**config.mk**
```make
export PLATFORM = sky130hd
export DESIGN_NAME = q_add8_seq
export DESIGN_NICKNAME = d
export VERILOG_FILES = /design/src/rtl/q_add8_seq.sv
export SDC_FILE = /design/constraint.sdc
export NUM_CORES = 1
export LEC_CHECK = 0
export CORE_UTILIZATION = 50
export CTS_CLUSTER_DIAMETER = 100
export DETAILED_ROUTE_END_ITERATION = 10
export DONT_BUFFER_PORTS = 1
export HOLD_SLACK_MARGIN = 0.15
export PLACE_DENSITY_LB_ADDON = 0.3
export SLEW_MARGIN = 5
export SYNTH_ARGS = -nofsm -noshare
export SYNTH_HDL_FRONTEND = slang
export SYNTH_SLANG_ARGS = --single-unit
```
**constraint.sdc**
```tcl
create_clock -name CLK -period 23.5 [get_ports CLK]
set_clock_uncertainty 0.05 [all_clocks]
set_input_delay 7.05 -clock CLK [delete_from_list [all_inputs] [get_ports CLK]]
set_output_delay 7.05 -clock CLK [all_outputs]
set_load 0.03 [all_outputs]
```
**src/rtl/q_add8_seq.sv**
```systemverilog
// q_add8_seq: streams two int8 buffers through a fixed-latency q_add8 datapath and writes results back.
// Optional running signed MIN/MAX of the written results: define Q_ADD8_SEQ_MINMAX_EN.

module q_add8_seq #(
  parameter int ADDR_W    = 12,
  parameter int ADD_DELAY = 8
) (
  input  logic              CLK,
  input  logic              RESET,
  input  logic              START,
  input  logic              ABORT,
  input  logic [ADDR_W:0]   LEN,
  input  logic [ADDR_W-1:0] A_BASE,
  input  logic [ADDR_W-1:0] B_BASE,
  input  logic [ADDR_W-1:0] C_BASE,
  input  logic [31:0]       GAIN_CFG,
  input  logic [31:0]       QP_CFG,
  output logic              BUSY,
  output logic              DONE,
  output logic              RD_EN,
  output logic [ADDR_W-1:0] RD_ADDR_A,
  output logic [ADDR_W-1:0] RD_ADDR_B,
  input  logic [7:0]        RD_DATA_A,
  input  logic [7:0]        RD_DATA_B,
  output logic              ADD_EN,
  output logic [7:0]        ADD_A,
  output logic [7:0]        ADD_B,
  output logic [31:0]       GAIN,
  output logic [31:0]       Q_PARAM,
  input  logic              ADD_OUT_EN,
  input  logic [7:0]        ADD_C,
  output logic              WR_EN,
  output logic [ADDR_W-1:0] WR_ADDR,
  output logic [7:0]        WR_DATA,
  output logic [7:0]        MIN,
  output logic [7:0]        MAX
);

  typedef enum logic [2:0] {S_IDLE, S_ISSUE, S_DRAIN, S_FLUSH, S_DONE} state_t;

  // FLUSH must outlast every result still in the datapath: 2 feed stages + ADD_DELAY + 1.
  localparam int                  FLUSH_W    = $clog2(ADD_DELAY + 3);
  localparam logic [FLUSH_W-1:0]  FLUSH_LAST = FLUSH_W'(ADD_DELAY + 2);
  localparam logic [ADDR_W:0]     CNT_ONE    = 1;
  localparam logic [ADDR_W-1:0]   ADDR_ONE   = 1;

  state_t              state;
  logic [ADDR_W:0]     len_q;
  logic [ADDR_W:0]     rd_cnt;
  logic [ADDR_W:0]     wr_cnt;
  logic [ADDR_W-1:0]   c_base_q;
  logic [FLUSH_W-1:0]  flush_cnt;
  logic                rd_en_d1;
  logic                wb_ok;

  assign wb_ok = ADD_OUT_EN && !ABORT && ((state == S_ISSUE) || (state == S_DRAIN));

  always_ff @(posedge CLK or posedge RESET) begin
    if (RESET) begin
      state     <= S_IDLE;
      BUSY      <= 1'b0;
      DONE      <= 1'b0;
      RD_EN     <= 1'b0;
      RD_ADDR_A <= '0;
      RD_ADDR_B <= '0;
      GAIN      <= '0;
      Q_PARAM   <= '0;
      WR_EN     <= 1'b0;
      WR_ADDR   <= '0;
      WR_DATA   <= '0;
      len_q     <= '0;
      rd_cnt    <= '0;
      wr_cnt    <= '0;
      c_base_q  <= '0;
      flush_cnt <= '0;
    end else begin
      DONE  <= 1'b0;
      WR_EN <= 1'b0;

      if (wb_ok) begin
        WR_EN   <= 1'b1;
        WR_DATA <= ADD_C;
        WR_ADDR <= c_base_q + wr_cnt[ADDR_W-1:0];
        wr_cnt  <= wr_cnt + CNT_ONE;
      end

      case (state)
        S_IDLE: begin
          if (START) begin
            BUSY <= 1'b1;
            if (LEN == '0) begin
              DONE  <= 1'b1;
              state <= S_DONE;
            end else begin
              len_q     <= LEN;
              c_base_q  <= C_BASE;
              RD_ADDR_A <= A_BASE;
              RD_ADDR_B <= B_BASE;
              GAIN      <= GAIN_CFG;
              Q_PARAM   <= QP_CFG;
              rd_cnt    <= '0;
              wr_cnt    <= '0;
              RD_EN     <= 1'b1;
              state     <= S_ISSUE;
            end
          end
        end

        S_ISSUE: begin
          if (ABORT) begin
            RD_EN     <= 1'b0;
            flush_cnt <= '0;
            state     <= S_FLUSH;
          end else begin
            rd_cnt <= rd_cnt + CNT_ONE;
            if (rd_cnt == len_q - CNT_ONE) begin
              RD_EN <= 1'b0;
              state <= S_DRAIN;
            end else begin
              RD_ADDR_A <= RD_ADDR_A + ADDR_ONE;
              RD_ADDR_B <= RD_ADDR_B + ADDR_ONE;
            end
          end
        end

        S_DRAIN: begin
          if (ABORT) begin
            flush_cnt <= '0;
            state     <= S_FLUSH;
          end else if (wr_cnt == len_q) begin
            DONE  <= 1'b1;
            state <= S_DONE;
          end
        end

        S_FLUSH: begin
          if (flush_cnt == FLUSH_LAST) begin
            BUSY  <= 1'b0;
            state <= S_IDLE;
          end else begin
            flush_cnt <= flush_cnt + 1'b1;
          end
        end

        default: begin
          BUSY  <= 1'b0;
          state <= S_IDLE;
        end
      endcase
    end
  end

  // Operand feed: read data lands one cycle after RD_EN and is registered once more.
  always_ff @(posedge CLK or posedge RESET) begin
    if (RESET) begin
      rd_en_d1 <= 1'b0;
      ADD_EN   <= 1'b0;
      ADD_A    <= '0;
      ADD_B    <= '0;
    end else begin
      rd_en_d1 <= RD_EN;
      ADD_EN   <= rd_en_d1;
      ADD_A    <= RD_DATA_A;
      ADD_B    <= RD_DATA_B;
    end
  end

`ifdef Q_ADD8_SEQ_MINMAX_EN
  logic run_start;

  assign run_start = (state == S_IDLE) && START;

  always_ff @(posedge CLK or posedge RESET) begin
    if (RESET) begin
      MIN <= 8'h7F;
      MAX <= 8'h80;
    end else if (run_start) begin
      MIN <= 8'h7F;
      MAX <= 8'h80;
    end else if (WR_EN) begin
      if ($signed(WR_DATA) < $signed(MIN)) MIN <= WR_DATA;
      if ($signed(WR_DATA) > $signed(MAX)) MAX <= WR_DATA;
    end
  end
`else
  assign MIN = 8'h7F;
  assign MAX = 8'h80;
`endif

endmodule

```
==> metrics.txt, run 1 <==
IO Pins=287; YS warnings=0; post-synthesis sequential area ratio=52.1%; Crit path required time=23750 ps; GPL Wtd Cong=0.836; CP Buf/Inv Count=1; most frequent CP cell=o22ai_1; worst path cell trace=nor4_1 > and4_1 > o22ai_1 > and2_1 > a31oi_2 > buf_4 > and2_2 > o22ai_1; P&R area growth vs syn=8.28%; sw power=702 uW; fin nets=1150; largest net degree at the start of global routing=113; PD cells=150 nW/um^2; total CTS buffers=17; top cells by area, synth=dfrtp_1, nand2_1, xor2_1; Clk pin slew, worst setup/hold paths=80 ps; Post-route DRC=0; DRT Pass-1 Iters=5; Slew @ Worst Pin=1170 ps; CP delay by family, top=simple AND/OR/NAND/NOR gates; chip width=136 microns; initial core utilization=51.7%; Post-synth EDFFs=0; prevailing post-synth register cell=dfrtp_1; Final min period=9250 ps; status=completed; Gate power share=27.6%; commonest non-fill, non-tap cell in the layout=nand2_1; layout cells sized above 1=5.49%; Setup WS pre-CTS=13840 ps; Startpoint Class=primary input; fin crit share=39.4%; Slew HR=22.1%; Int Pwr=762 uW; WL/cell=17.2 microns; row cnt=48; final setup fails=0; #FFs+latches synth=188; H-Tree Depth=4; fmax=108 MHz; post-CTS sizing=0; Crit Path Max Fanout=25; initial antenna violation count=0; Tot Pwr=1.46 mW; Placed Area=9130 sq um; DRT antenna net count=0; DR vias=6848; final-report max-slew violation count=0; Routed WL=21000 microns; category of the most critical setup path=in2reg; Sequential Power Share=51.2%; total track usage=23.2%; post-CTS setup buffers=0; hold crit path type=reg2reg; Finished Cell Area=9790 sq um; CTS sink count=188; CP max stage cell=nor4_1; Lkg Pwr=4.72 nW; # diodes=0; Hold-fix buffers, CTS=0; Crit. End Element=flip-flop; ys async rst share=100%; post-synthesis cell type count=61; DR iter-0 viols=371; Die Span Y=136 microns; Core Region=17500 sq um; final hold violation count=0; CTS tree=built; most frequent cells in the layout=nand2_1, dfrtp_1, nor2_1; clock network power share=21.2%; Vias/cell=5.58; Max VDD drop=0.0774 mV; post-route setup TNS=0 ps; syn_area_per_cell=8.90 sq um; switching share of total power=47.9%; Max stage delay on crit path=480 ps; FILL cells=1543; largest area contributor in the netlist=dfrtp_1; RSZ-0062 raised after global routing=false; worst-case clock buffer depth=2; first-pass GRT wire length=33200 microns; CTS root buffer=clkbuf_16; worst skew pair latency=430 ps; CP Data Arrival Time=9500 ps; Buffers on Ports=0; top-area cell type share of the netlist area=52.1%; Final Worst Setup Slack=14250 ps; vias in the first global route=6418; die area=18600 sq um; Syn Std Cell Area=9040 sq um; Max Cap Viol=0; DP HPWL=14700 microns; GRT Residual Overflow=0; Cells after Synth=1015
==> synth_stat cells (7+ instances only) <==
master	number
nand2_1	336
a21oi_1	45
xnor2_1	22
nor4_1	9
o31ai_1	7
inv_1	21
nand3_1	19
o21ai_0	29
clkbuf_1	37
a31oi_1	15
nor3_1	14
xor2_1	32
o22a_1	14
buf_4	19
nand4_1	15
ha_1	18
and3_1	11
nor2_1	68
o21a_1	9
dfrtp_1	188
==> through the flow <==
step | utilization [%] | hold slack (ps) | cells
final | 56.0 | 302 | 1227
after global routing | 56.0 | 316 | 1227
after CTS | 56.0 | 304 | 1227
after detailed placement | 52.2 | 287 | 1195
after global placement | 52.2 | 282 | 1195
after floorplan | - | 281 | 1029
==> kinds of logic after synthesis <==
family	synth area share (%)
AND/OR/NAND/NOR	23.9
flip-flops	52.1
AO/OA/AOI/OAI	11.0
buffers and inverters	4.55
XOR/XNOR	5.23
adder cells (fa/ha/maj)	2.71
multiplexers	0.457
other	0.0831
==> metal layers <==
layer	track usage [%]	share of wire, %	vias up
li1	-	-	3303
met1	29.2	42	3278
met2	38.4	50	246
met3	7.16	6.4	21
met4	6.48	1.5	0
met5	0	0	-
==> sequential cells by signal, indices dropped and copies added, names as in the netlist <==
| register | flops |
|---|---|
| flush_cnt | 4 |
| BUSY | 1 |
| rd_en_d1 | 1 |
| WR_EN | 1 |
| WR_ADDR | 12 |
| ADD_EN | 1 |
| RD_ADDR_A | 12 |
| RD_ADDR_B | 12 |
| ADD_A | 8 |
| WR_DATA | 8 |
| DONE | 1 |
| rd_cnt | 13 |
| Q_PARAM | 32 |
| state | 3 |
| wr_cnt | 13 |
| GAIN | 32 |
| c_base_q | 12 |
| len_q | 13 |
| ADD_B | 8 |
| RD_EN | 1 |
==> power groups by stage <==
stage / clock [mW] / combinational (mW) / sequential, mW
after floorplan: 0 / 0.353 / 0.701
after global placement: 0 / 0.392 / 0.757
after detailed placement: 0 / 0.407 / 0.755
after CTS: 0.315 / 0.406 / 0.752
after global routing: 0.327 / 0.464 / 0.769
final: 0.311 / 0.404 / 0.750
==> worst paths after layout <==
check                      startpoint       endpoint  slack, ps  cells past startpoint
min in group asynchronous       RESET       ADD_B[1]       6520                      1
hold reg to reg              rd_en_d1         ADD_EN        300                      0
setup / recovery               LEN[6]  RD_ADDR_B[10]      14250                      8
hold / removal               rd_en_d1         ADD_EN        300                      0
setup reg to reg             len_q[0]  RD_ADDR_B[10]      20230                     10
max in group asynchronous       RESET       len_q[9]      15320                      2
==> cell type report <==
class / count / area, sq um / area share (%)
well taps: 225 / 282 / 2.88
multi-input cells: 752 / 3990 / 40.8
clock inverters: 15 / 231 / 2.37
flip-flops and latches: 188 / 4700 / 48.1
clock buffers: 17 / 425 / 4.35
repair buffers: 8 / 60.1 / 0.614
inverters: 22 / 90.1 / 0.921
No activity file was read; power rests on OpenSTA's default activity.
==> inputs of run 2 (changes only) <==
- clock period: 23.5 -> 7.9 ns (I/O delays scaled with it)
==> run 2 against run 1 <==
Largest power group unchanged. Hold slack better by 2.3 ps. Via count up 0.37%. Clock-buffer cell count unchanged. Register-to-register slack worse by 16000 ps. Critical path type unchanged. Final cell count unchanged. Sequential share of layout area up 0.055 points. Critical path depth unchanged. Worst setup slack worse by 11000 ps.
==> metrics.txt, run 2 (synthesis gave the netlist of run 1 again) <==
WL/cell=17.3 microns; Gate power share=27.7%; fin nets=1150; Int Pwr=2.24 mW; post-CTS setup buffers=0; commonest non-fill, non-tap cell in the layout=nand2_1; CP delay by family, top=simple AND/OR/NAND/NOR gates; Sequential Power Share=51.5%; DP HPWL=14800 microns; Crit. End Element=flip-flop; CTS tree=built; vias in the first global route=6547; PD cells=444 nW/um^2; RSZ-0062 raised after global routing=false; H-Tree Depth=4; initial core utilization=51.7%; sw power=2.10 mW; CP max stage cell=and2_2; Slew HR=24.9%; Vias/cell=5.60; placed insts=1195; final-report max-slew violation count=0; worst hold margin=304 ps; die area=18600 sq um; # diodes=0; first-pass GRT wire length=33400 microns; total CTS buffers=17; category of the most critical setup path=in2reg; row cnt=48; worst path cell trace=nor4_1 > and4_1 > o22ai_1 > and2_1 > a31oi_2 > buf_4 > and2_2 > o22ai_1; CTS root buffer=clkbuf_16; switching share of total power=48.4%; most frequent cells in the layout=nand2_1, dfrtp_1, nor2_1; Startpoint Class=primary input; Buffers on Ports=0; worst skew pair latency=440 ps; layout cells sized above 1=5.49%; post-CTS sizing=0; Final min period=4540 ps; DR vias=6873; worst-case clock buffer depth=2; Post-route DRC=0; Die Span Y=136 microns; largest net degree at the start of global routing=113; DR iter-0 viols=417; P&R area growth vs syn=8.15%; CTS sink count=188; worst r2r src=len_q[0]; Max stage delay on crit path=480 ps; total track usage=23.4%; status=completed; Slew @ Worst Pin=1120 ps; initial antenna violation count=0; clock network power share=20.8%; biggest regs=GAIN x32, Q_PARAM x32; Max VDD drop=0.220 mV; Routed WL=21300 microns; IO Pins=287; Crit path required time=8150 ps; fin crit share=57.5%; DRT antenna net count=0; final setup fails=0; most frequent CP cell=o22ai_1; Finished Layout Cells=1227; Hold-fix buffers, CTS=0; final hold violation count=0; Core Region=17500 sq um; Hold Startpoint=rd_en_d1; CP Buf/Inv Count=1; hold crit path type=reg2reg; GRT Residual Overflow=0; Tot Pwr=4.34 mW; Clk pin slew, worst setup/hold paths=80 ps; Finished Cell Area=9770 sq um; Placed Area=9130 sq um; critical path startpoint=LEN[6]; Max Cap Viol=0; GPL Wtd Cong=0.815; post-route setup TNS=0 ps; Lkg Pwr=4.71 nW; CP Data Arrival Time=4790 ps; chip width=136 microns; DRT Pass-1 Iters=5; Crit Path Max Fanout=25; fmax=220 MHz
-- run 2: area by class of cell --
| type | count | area (sq um) |
|---|---|---|
| sequential | 188 | 4700 |
| clock buffer | 17 | 425 |
| inverter | 22 | 90.1 |
| fill | 1591 | 7700 |
| timing repair buffer | 8 | 60.1 |
| multi-input combinational | 752 | 3990 |
| tap | 225 | 282 |
| clock inverter | 15 | 220 |
-- run 2: power by group through the flow --
stage               Clock, mW  Combinational [mW]  Sequential [mW]
finish                  0.902                1.20             2.23
CTS                     0.926                1.21             2.24
floorplan                   0                1.05             2.09
detailed placement          0                1.21             2.25
global route            0.958                1.38             2.28
global placement            0                1.16             2.25
-- run 2: path summary, 6_finish.rpt --
check	to	slack (ps)	cells after the start
setup / recovery	RD_ADDR_B[5]	3360	8
hold / removal	ADD_EN	300	0
setup reg to reg	RD_ADDR_B[5]	4650	10
hold reg to reg	ADD_EN	300	0
max in group asynchronous	len_q[10]	4380	2
min in group asynchronous	ADD_A[2]	1860	1
-- run 2: per-stage QoR --
step | utilization [%] | setup WS, ps
after floorplan | - | 366
after global placement | 52.2 | 2920
final | 55.9 | 3360
after global routing | 55.9 | 3190
after CTS | 55.9 | 3390
after detailed placement | 52.2 | 2930
-- run 2: metal layers --
metal,GRT usage (%),vias to the layer above,share of wire (%)
met5,0,-,0
li1,-,3308,-
met2,38.7,244,50
met3,6.71,25,6.4
met4,7.65,0,2.0
met1,29.5,3296,42
-- run 2: worst reg2reg max path: stages (launching register included) --
cell and delay (ps):
dfrtp_1 470, inv_1 80, ha_1 250, xnor2_1 150
a211oi_1 240, o211ai_1 160, or3_4 410, o41ai_4 330
buf_4 320, and2_2 480, o22ai_1 170
==> inputs of run 3 (changes only) <==
- clock period: 7.9 -> 3.75 ns (I/O delays scaled with it)
==> run 3 against run 2 <==
Register-to-register slack worse by 3900 ps. Combinational power is 110% higher. Wire length up 1.4%. Die area unchanged. Worst setup slack worse by 2600 ps. Flip-flop and latch count unchanged. Power rose by 110%. Hold slack better by 13 ps. Clock power grew 110%. Clock-buffer cell count is the same.
==> metrics.txt, run 3 (synthesis gave the netlist of run 1 again) <==
PD cells=930 nW/um^2; category of the most critical setup path=in2reg; GRT Residual Overflow=0; Slew HR=21.2%; Startpoint Class=primary input; Reg2Reg Depth=9; post-CTS sizing=0; fin nets=1153; final hold violation count=0; DR vias=6923; chip width=136 microns; worst-case clock buffer depth=2; fmax=330 MHz; H-Tree Depth=4; CP delay by family, top=simple AND/OR/NAND/NOR gates; DP HPWL=15000 microns; initial antenna violation count=0; fin crit share=80.9%; Clk pin slew, worst setup/hold paths=90 ps; final-report max-slew violation count=0; Setup WS pre-CTS=306 ps; first-pass GRT wire length=34000 microns; worst hold margin=317 ps; Lkg Pwr=4.74 nW; Final Worst Setup Slack=717 ps; Crit. End Element=flip-flop; Max stage delay on crit path=490 ps; initial core utilization=51.7%; total track usage=23.8%; Routed WL=21600 microns; final setup fails=0; commonest non-fill, non-tap cell in the layout=nand2_1; CP Buf/Inv Count=0; status=completed; Max VDD drop=0.465 mV; RSZ-0062 raised after global routing=false; Core Region=17500 sq um; Hold Path Cell Cnt=0; Buffers on Ports=0; # diodes=0; vias in the first global route=6754; CP max stage cell=nor4_1; Vias/cell=5.63; worst skew pair latency=440 ps; P&R area growth vs syn=8.90%; placed insts=1198; post-CTS setup buffers=0; Final min period=3030 ps; Tot Pwr=9.15 mW; IO Pins=287; Crit path required time=4010 ps; CTS root buffer=clkbuf_16; DRT antenna net count=0; Crit Path Max Fanout=22; Hold Startpoint=rd_en_d1; post-route setup TNS=0 ps; Slew @ Worst Pin=1180 ps; total CTS buffers=17; worst path cell trace=nor4_1 > and4_1 > o22ai_1 > and2_1 > a31oi_2 > and2_2 > o211ai_1; Hold-fix buffers, CTS=0; CTS tree=built; hold crit path type=reg2reg; CP Data Arrival Time=3290 ps; WL/cell=17.5 microns; Crit path depth=7; GPL Wtd Cong=0.817; DRT Pass-1 Iters=5; Post-route DRC=0; Die Span Y=136 microns; die area=18600 sq um; Max Cap Viol=0; critical path startpoint=LEN[0]; worst r2r src=len_q[0]; biggest regs=GAIN x32, Q_PARAM x32; layout cells sized above 1=5.77%; row cnt=48; CTS sink count=188; Finished Layout Cells=1230; DR iter-0 viols=434; most frequent cells in the layout=nand2_1, dfrtp_1, nor2_1; largest net degree at the start of global routing=118
-- run 3: cell count changes in the layout (fill, tap and decap cells not counted), sizes merged --
cell / change
inv: -1
clkinv: +1
buf: +3
-- run 3: report_power, final --
| group | switching (mW) | leakage [nW] | internal, mW |
|---|---|---|---|
| clock | 0.953 | 0.304 | 0.930 |
| sequential | 1.94 | 2.36 | 2.76 |
| combinational | 1.53 | 2.08 | 1.04 |
-- run 3: area by class of cell --
type                       instances  area, sq um
tap                              225          282
clock buffer                      17          425
clock inverter                    15          206
timing repair buffer              11          145
multi-input combinational        752         3990
sequential                       188         4700
fill                            1534         7630
inverter                          22         86.3
-- run 3: worst paths after layout --
path	to	slack (ps)
hold / removal	ADD_EN	320
setup reg to reg	RD_ADDR_A[9]	770
min in group asynchronous	ADD_B[7]	580
max in group asynchronous	GAIN[6]	2350
hold reg to reg	ADD_EN	320
setup / recovery	RD_ADDR_A[9]	720
-- run 3: per-layer routing --
layer / wire length, microns / GRT usage [%] / share of wire, %
met3: 1300 / 6.45 / 6.0
met1: 9010 / 29.6 / 42
met2: 10600 / 39.1 / 49
met5: 0 / 0 / 0
met4: 633 / 10.1 / 2.9
-- run 3: worst reg2reg max path, stage by stage, from the launching register on --
cell and delay [ps]:
dfrtp_1 460, inv_1 80, ha_1 250, xnor2_1 160, a211oi_1 240, o211ai_1 160
or3_4 420, o41ai_4 360, and2_2 490, o211ai_1 170
-- run 3: per-stage QoR --
stage                     instance area (sq um)  util, %
after floorplan                            9090        -
after global placement                     9210     52.7
after detailed placement                   9210     52.7
after CTS                                  9840     56.3
after global routing                       9840     56.3
final                                      9840     56.3
